**src/rtl/pc_pkg.sv**
```systemverilog
// pc_pkg: shared state encoding and default constants for the pc/branch stage
//   ST_RUN/ST_REDIRECT/ST_HALTED : FSM state encoding
//   PC_W_DEF, RESET_PC_DEF       : default pc width and reset address
package pc_pkg;
   localparam int PC_W_DEF = 16;
   localparam logic [15:0] RESET_PC_DEF = 16'h0000;
   localparam logic [1:0] ST_RUN = 2'd0;
   localparam logic [1:0] ST_REDIRECT = 2'd1;
   localparam logic [1:0] ST_HALTED = 2'd2;
   typedef enum logic [1:0] {
      RUN = ST_RUN,
      REDIRECT = ST_REDIRECT,
      HALTED = ST_HALTED
   } state_t;
endpackage

```
**src/rtl/return_stack.sv**
```systemverilog
// return_stack: LIFO of return addresses
//   clk, reset : clock, async active-high reset (clears count only)
//   push, pop  : write din on top / discard top
//   din, dout  : pushed value / current top of stack
//   full, empty: count == DEPTH / count == 0
module return_stack #(
   parameter int DEPTH = 4,
   parameter int W = 16
) (
   input  logic         clk,
   input  logic         reset,
   input  logic         push,
   input  logic         pop,
   input  logic [W-1:0] din,
   output logic [W-1:0] dout,
   output logic         full,
   output logic         empty
);
   localparam int AW = $clog2(DEPTH);
   logic [W-1:0] mem [DEPTH];
   logic [AW:0] count;
   logic [AW-1:0] top;
   assign top = AW'(count - 1'b1);
   assign dout = mem[top];
   assign full = count == (AW+1)'(DEPTH);
   assign empty = count == '0;
   always_ff @(posedge clk or posedge reset)
      if (reset) count <= '0;
      else if (push && !full) count <= count + 1'b1;
      else if (pop && !empty) count <= count - 1'b1;
   always_ff @(posedge clk)
      if (push && !full) mem[count[AW-1:0]] <= din;
endmodule

```
**src/rtl/pc_branch_unit.sv**
```systemverilog
// pc_branch_unit: program counter with branch/jump/call/return resolution
//   clk, reset         : clock, async active-high reset
//   step               : advance one instruction
//   branch, jump       : conditional branch and its compare result
//   uncond, call, ret  : unconditional jump, call (push pc+1), return (pop)
//   halt               : halt instruction
//   target             : redirect destination
//   pc                 : current instruction address
//   flush              : one-cycle redirect bubble
//   halted             : in HALTED state
//   stack_overflow/underflow : sticky return-stack error flags
module pc_branch_unit import pc_pkg::*; #(
   parameter int PC_W = PC_W_DEF,
   parameter int STACK_DEPTH = 4,
   parameter logic [PC_W-1:0] RESET_PC = PC_W'(RESET_PC_DEF)
) (
   input  logic            clk,
   input  logic            reset,
   input  logic            step,
   input  logic            branch,
   input  logic            jump,
   input  logic            uncond,
   input  logic            call,
   input  logic            ret,
   input  logic            halt,
   input  logic [PC_W-1:0] target,
   output logic [PC_W-1:0] pc,
   output logic            flush,
   output logic            halted,
   output logic            stack_overflow,
   output logic            stack_underflow
);
   state_t state, state_nxt;
   logic [PC_W-1:0] pc_nxt, pc_inc, top;
   logic push, pop, ovf_set, unf_set, full, empty;
   assign pc_inc = pc + 1'b1;
   return_stack #(.DEPTH(STACK_DEPTH), .W(PC_W)) u_stack (
      .clk(clk), .reset(reset), .push(push), .pop(pop),
      .din(pc_inc), .dout(top), .full(full), .empty(empty)
   );
   // one action per step, in fixed priority: halt, ret, call, uncond, taken branch, increment
   always_comb begin
      state_nxt = state;
      pc_nxt = pc;
      push = 1'b0;
      pop = 1'b0;
      ovf_set = 1'b0;
      unf_set = 1'b0;
      case (state)
         RUN:
            if (step) begin
               if (halt) state_nxt = HALTED;
               else if (ret) begin
                  pop = !empty;
                  unf_set = empty;
                  pc_nxt = empty ? pc : top;
                  state_nxt = empty ? HALTED : REDIRECT;
               end else if (call) begin
                  push = !full;
                  ovf_set = full;
                  pc_nxt = full ? pc : target;
                  state_nxt = full ? HALTED : REDIRECT;
               end else if (uncond || (branch && jump)) begin
                  pc_nxt = target;
                  state_nxt = REDIRECT;
               end else pc_nxt = pc_inc;
            end
         REDIRECT: state_nxt = RUN;
         HALTED: state_nxt = HALTED;
         default: state_nxt = RUN;
      endcase
   end
   always_ff @(posedge clk or posedge reset)
      if (reset) begin
         state <= RUN;
         pc <= RESET_PC;
         flush <= 1'b0;
         halted <= 1'b0;
         stack_overflow <= 1'b0;
         stack_underflow <= 1'b0;
      end else begin
         state <= state_nxt;
         pc <= pc_nxt;
         flush <= state_nxt == REDIRECT;
         halted <= state_nxt == HALTED;
         stack_overflow <= stack_overflow | ovf_set;
         stack_underflow <= stack_underflow | unf_set;
      end
endmodule

```
**config.mk**
```make
export PLATFORM = sky130hd
export DESIGN_NAME = pc_branch_unit
export DESIGN_NICKNAME = d
export VERILOG_FILES = /design/src/rtl/pc_pkg.sv /design/src/rtl/return_stack.sv /design/src/rtl/pc_branch_unit.sv
export SDC_FILE = /design/constraint.sdc
export NUM_CORES = 1
export LEC_CHECK = 0
export CORE_UTILIZATION = 42
export CTS_CLUSTER_DIAMETER = 200
export DETAILED_ROUTE_END_ITERATION = 10
export SYNTH_ARGS = -nofsm -noshare
export SYNTH_HDL_FRONTEND = slang
export SYNTH_SLANG_ARGS = --single-unit
```
**constraint.sdc**
```tcl
create_clock -name clk -period 3 [get_ports clk]
set_input_delay 0.45 -clock clk [delete_from_list [all_inputs] [get_ports clk]]
set_output_delay 0.45 -clock clk [all_outputs]
set_load 0.03 [all_outputs]
```
# After elaboration in Yosys (flattened, before gate mapping)
# Memories as Yosys holds them, arrays and structs flattened.
# Index checks and enable logic that the tools add are counted.
[classes] addsub=3 n_mul=0 div_mod_pow=0 order_cmp=0 n_eq_ne=6 shift=0 n_mux=35 bitwise=3 n_reduce_logical=10
[ops] op="2-to-1 mux 16 bit" n=5
[ops] op="2-to-1 mux 1 bit" n=20
[ops] op="adder 16 x 1 -> 16 bit (second input constant)" n=1
[ops] op="2-to-1 mux 2 bit" n=7
[ops] op="2-to-1 mux 3 bit" n=2
[ops] op="AND reduction 5 bit" n=1
[ops] op="== test 2 bit (second input constant)" n=2
[ops] op="one-hot mux 2 bit (2 select lines)" n=1
[ops] op="adder 3 x 1 -> 3 bit (second input constant)" n=1
[ops] op="== test 3 bit (second input constant)" n=1
[ops] op="logical AND 1 bit" n=3
[ops] op="logical NOT 3 bit" n=1
[ops] op="inequality test 3 bit (second input constant)" n=1
[ops] op="subtractor 3 x 1 -> 3 bit (second input constant)" n=1
[ops] op="== test 2 x 1 -> 1 bit (second input constant)" n=1
[ops] op="logical NOT 1 bit" n=2
[ops] op="logical NOT 2 bit" n=1
[ops] op="inequality test 2 bit (second input constant)" n=1
[ops] op="bitwise OR 1 bit" n=2
[ops] op="nonzero test 2 bit" n=1
[ops] op="logical OR 1 bit" n=1
[ops] op="inverter 1 bit" n=1
[word_totals] register_bits=25 latchBits=0 mem_bits_rw=64 romBits=0 output_inout_bits=20 memories=1
[mem_list] memory="u_stack.mem" depth=4 width=16 read_ports=1 rd_ports_with_merged_regs=0 wr=1 line="return_stack.sv:20" text="logic [W-1:0] mem [DEPTH];"

# Longest topological paths before layout
[depth] word_depth=10 mapped_depth=10 mapped_depth_nobuf=7

# By module
# A second synthesis with hierarchy kept.
[unflattened] hier_cells=302 hier_area_um2=4249.1
[by_module_without_submodules] mod="return_stack" n_inst=1 cells_per_inst=116 area_each_um2=2637.5 seq_area_each_um2=1996.9
[by_module_without_submodules] mod="pc_branch_unit" n_inst=1 cells_per_inst=186 area_each_um2=1611.5 seq_area_each_um2=550.5

# Worst setup path after synthesis
# No wires, ideal clock.
[synth_timing] path_type="register to register" start="register u_stack.count[0]" end="memory u_stack.mem[0][0], enable pin" setup_time_ns=0.374 arrival_time_ns=1.923 required_ns=2.626 path_slack_ns=0.703 path_stages_with_launch=9 path_buffers=3 period_less_slack_ns=2.297 cell_sequence="dfrtp_1 > buf_4 > buf_4 > inv_1 > ha_1 > nand2_1 > and3_1 > buf_2 > and2_1"
[synth_via] elab_chain_cells=10
[synth_rtl] element="from (decl)" line="return_stack.sv:21" text="logic [AW:0] count;"
[synth_rtl] element="from (signal assigned)" line="return_stack.sv:29" text="else if (push && !full) count <= count + 1'b1;"
[synth_rtl] element="from (signal assigned)" line="return_stack.sv:30" text="else if (pop && !empty) count <= count - 1'b1;"
[synth_rtl] element="== test 3 bit" line="return_stack.sv:25" text="assign full = count == (AW+1)'(DEPTH);"
[synth_rtl] element="logical NOT 1 bit" line="return_stack.sv:32, pc_branch_unit.sv:59"
[synth_rtl] element="2-to-1 mux 1 bit" line="pc_branch_unit.sv:58" text="end else if (call) begin"
[synth_rtl] element="2-to-1 mux 1 bit" line="pc_branch_unit.sv:53" text="else if (ret) begin"
[synth_rtl] element="2-to-1 mux 1 bit" line="pc_branch_unit.sv:52" text="if (halt) state_nxt = HALTED;"
[synth_rtl] element="2-to-1 mux 1 bit" line="pc_branch_unit.sv:51" text="if (step) begin"
[synth_rtl] element="2-to-1 mux 1 bit" line="pc_branch_unit.sv:49" text="case (state)"
[synth_rtl] element="logical AND 1 bit" line="return_stack.sv:32" text="if (push && !full) mem[count[AW-1:0]] <= din;"
[synth_rtl] element="2-to-1 mux 1 bit" line="return_stack.sv:32"
[synth_rtl] element="2-to-1 mux 1 bit (implied by the code)" line="return_stack.sv:32"
[synth_rtl] element="to (decl)" line="return_stack.sv:20"
# Parallel ways exist; a longest one is shown, timed or not.

# Worst setup path after layout
[layout_timing] start="register pc[0]" end="register pc[12]"
[layout_via] elab_chain_cells=4
[layout_rtl] element="from (decl)" line="pc_branch_unit.sv:27" text="output logic [PC_W-1:0] pc,"
[layout_rtl] element="from (signal assigned)" line="pc_branch_unit.sv:83" text="pc <= pc_nxt;"
[layout_rtl] element="adder 16 x 1 -> 16 bit" line="pc_branch_unit.sv:36" text="assign pc_inc = pc + 1'b1;"
[layout_rtl] element="named net pc_inc[12]" line="pc_branch_unit.sv:34" text="logic [PC_W-1:0] pc_nxt, pc_inc, top;"
[layout_rtl] element="2-to-1 mux 16 bit" line="pc_branch_unit.sv:63" text="end else if (uncond || (branch && jump)) begin"
[layout_rtl] element="2-to-1 mux 16 bit" line="pc_branch_unit.sv:58"
[layout_rtl] element="2-to-1 mux 16 bit" line="pc_branch_unit.sv:53"
# The timed path passes the listed nets, and every way through them passes these cells.
# A chain may end at the register's enable or synchronous reset.

==> qor.yml <==
antenna_found_initial: 0
synthTopCellsByCount: "edfxtp_1 (64), nand2_1 (27), dfrtp_1 (25), nor2_1 (24)"
antenna_left: 0
synth-main-ff-cell: "edfxtp_1"
rrSetupSlack_ns: 0.90
vias_per_cell: 5.31
finalPower_mw: 2.62
synth.cell_area_um2: 4110
ys_seq_area_share_pct: 61.9
ios: 45
ys_types: 52
arrival_ns: 2.33
start_util_pct: 43.9
tns_ns: 0
path_clk_slew_ns: 0.09
final_cells: 487
crit_chain: "ha_1 -> nand4_1 -> nor4b_1 -> xor2_1 -> a21bo_2 -> a22o_1"
worstReg2RegStart: "pc[0]"
hold_class: "in -> async"
finalHoldViolations: 0
drive_gt1_share_pct: 16.2
grt_pass1_wl_mm: 14.0
htree_num_levels: 3
gp_congestion: 0.716
cts_buffers: 9
synthTopCellsByArea: "edfxtp_1 (47%), dfrtp_1 (15%), mux4_2 (8.8%)"
areaGrowthSynthToFinish_pct: 20.6
cts_hold_repair.buffers: 0
r2r_end: "pc[12]"
syn-mean-instance-area_um2: 13.8
period_share_pct: 70.0
dieHeight_um: 101
chipWidth_um: 101
critPathLaunch: "pc[0]"
cts.sinks: 89
slew_violations: 0
max_stage_delay_ns: 0.46
tritoncts: "built"
grt_pass1_vias: 2555
run_status: "finished, final reports clean"
fp-row-count: 35
core-area_um2: 9370
crit_fanout: 6
wl_per_cell_um: 18.7
postSynth.asyncResetShare_pct: 28.1
cp_slowest_cell: "dfrtp_1"
drt-pass1-iter-count: 4
fin_crit_ns: 2.10
yosys.cell_count.top_type: "edfxtp_1"
syn-num-nets: 329
netlist_instances: 298
synth_edf_count: 64
netlist.area_leader.share_pct: 46.7
reg2reg_depth: 6
nets: 384
worst_pin_slew_ns: 0.557
drt-total-wl_mm: 9.09
die_area_um2: 10200
cts_resized: 0
cap_violations: 0
ir_drop_uv: 256
drc_errors: 0
post_cts_buffers: 0
worstPathRequired_ns: 3.23
synth_warnings: 0
place_area_um2: 4740
critical_path_class: "reg -> reg"
p_leak_nw: 1.84
setup_viol: 0
synth-seq-cells: 89
clk-insertion-delay-late_ns: 0.34
power_density_nw_per_um2: 527
cp-start-kind: "flip-flop"
fin_area_um2: 4960
slew_headroom_pct: 62.8
vias: 2584
grt_overflow: 0
drtIter0Drc: 113
grt_max_degree: 35
end_kind: "flip-flop"
diodes: 0
rsz0062_at_grt: "no"
clock_skew_ns: 0.0159
clockBufferDepth: 2
port_buffers: 44
fill_cells: 827
dp_hpwl_mm: 6.03
track_usage_pct: 19.2
root_buffer: "clkbuf_8"
fmax_mhz: 477
yosysTopAreaCell: "edfxtp_1"
post-place-cells: 471
-- cell families after synthesis --
group	Yosys count	synth area share, %
AOI/OAI and AO/OA	55	8.61
muxes	20	9.80
adders and majority gates	6	1.83
DFF	89	61.9
xor gates and xnor gates	16	3.59
and+or+nand+nor	87	11.2
buffers and inverters	25	3.01
-- final cells by class --
cell class | instances | area [um2] | share of cell area (%)
flip-flops and latches | 89 | 2550 | 51.3
clock inverters | 5 | 78.8 | 1.59
repair buffers | 59 | 553 | 11.1
multi-input cells | 184 | 1440 | 29.1
inverters | 10 | 37.5 | 0.757
well taps | 129 | 161 | 3.25
clock buffers | 11 | 141 | 2.85
-- critical path, delay by kind of cell, from the launching register on --
family,cells,cell delay [ns]
adder cells (fa/ha/maj),1,0.22
XOR/XNOR,1,0.22
AO/OA/AOI/OAI,2,0.43
flip-flops,1,0.46
AND/OR/NAND/NOR,2,0.65
-- layout by cell type, fill, tap and decap left out, types with 12 or more instances in the layout --
| cell type | Yosys | layout |
|---|---|---|
| edfxtp_1 | 64 | 64 |
| clkdlybuf4s50_1 | 0 | 44 |
| nand2_1 | 27 | 27 |
| dfrtp_1 | 25 | 25 |
| nor2_1 | 24 | 24 |
| mux4_2 | 16 | 16 |
| a21oi_1 | 16 | 16 |
| buf_4 | 2 | 15 |
| o21ai_0 | 12 | 12 |
-- state kept, by name, indices dropped and copies added (netlist names) --
register / cells
flush: 1
halted: 1
pc: 16
state: 2
stack_underflow: 1
u_stack.count: 3
stack_overflow: 1
u_stack.mem: 64
-- how the worst max path moves through the flow --
stage | to | slack (ns)
floorplan | u_stack.mem[0][0] | 0.70
global placement | u_stack.mem[1][4] | 0.65
detailed placement | u_stack.mem[2][4] | 0.61
CTS | pc[12] | 0.91
global route | pc[1] | 0.81
finish | pc[12] | 0.90
-- metal layers --
layer  vias to the layer above  GRT usage (%)  part of all wire [%]
met2                        68           31.0                    48
met4                         0           6.24                  0.98
met1                      1294           27.0                    48
li1                       1216              -                     -
met5                         -              0                     0
met3                         6           2.64                   3.6
-- power by group --
part / total [mW] / switching [mW] / internal, mW
combinational: 0.317 / 0.176 / 0.140
sequential: 1.40 / 0.0391 / 1.36
clock: 0.903 / 0.411 / 0.492
total: 2.62 / 0.626 / 1.99
-- metrics by stage --
stage	utilization [%]	setup slack (ns)	hold slack (ns)
CTS	52.9	0.907	0.474
global route	52.9	0.815	0.493
floorplan	-	0.703	0.477
detailed placement	50.6	0.608	0.461
finish	52.9	0.901	0.479
global placement	50.6	0.647	0.465
(Power assumes the default switching activity.)
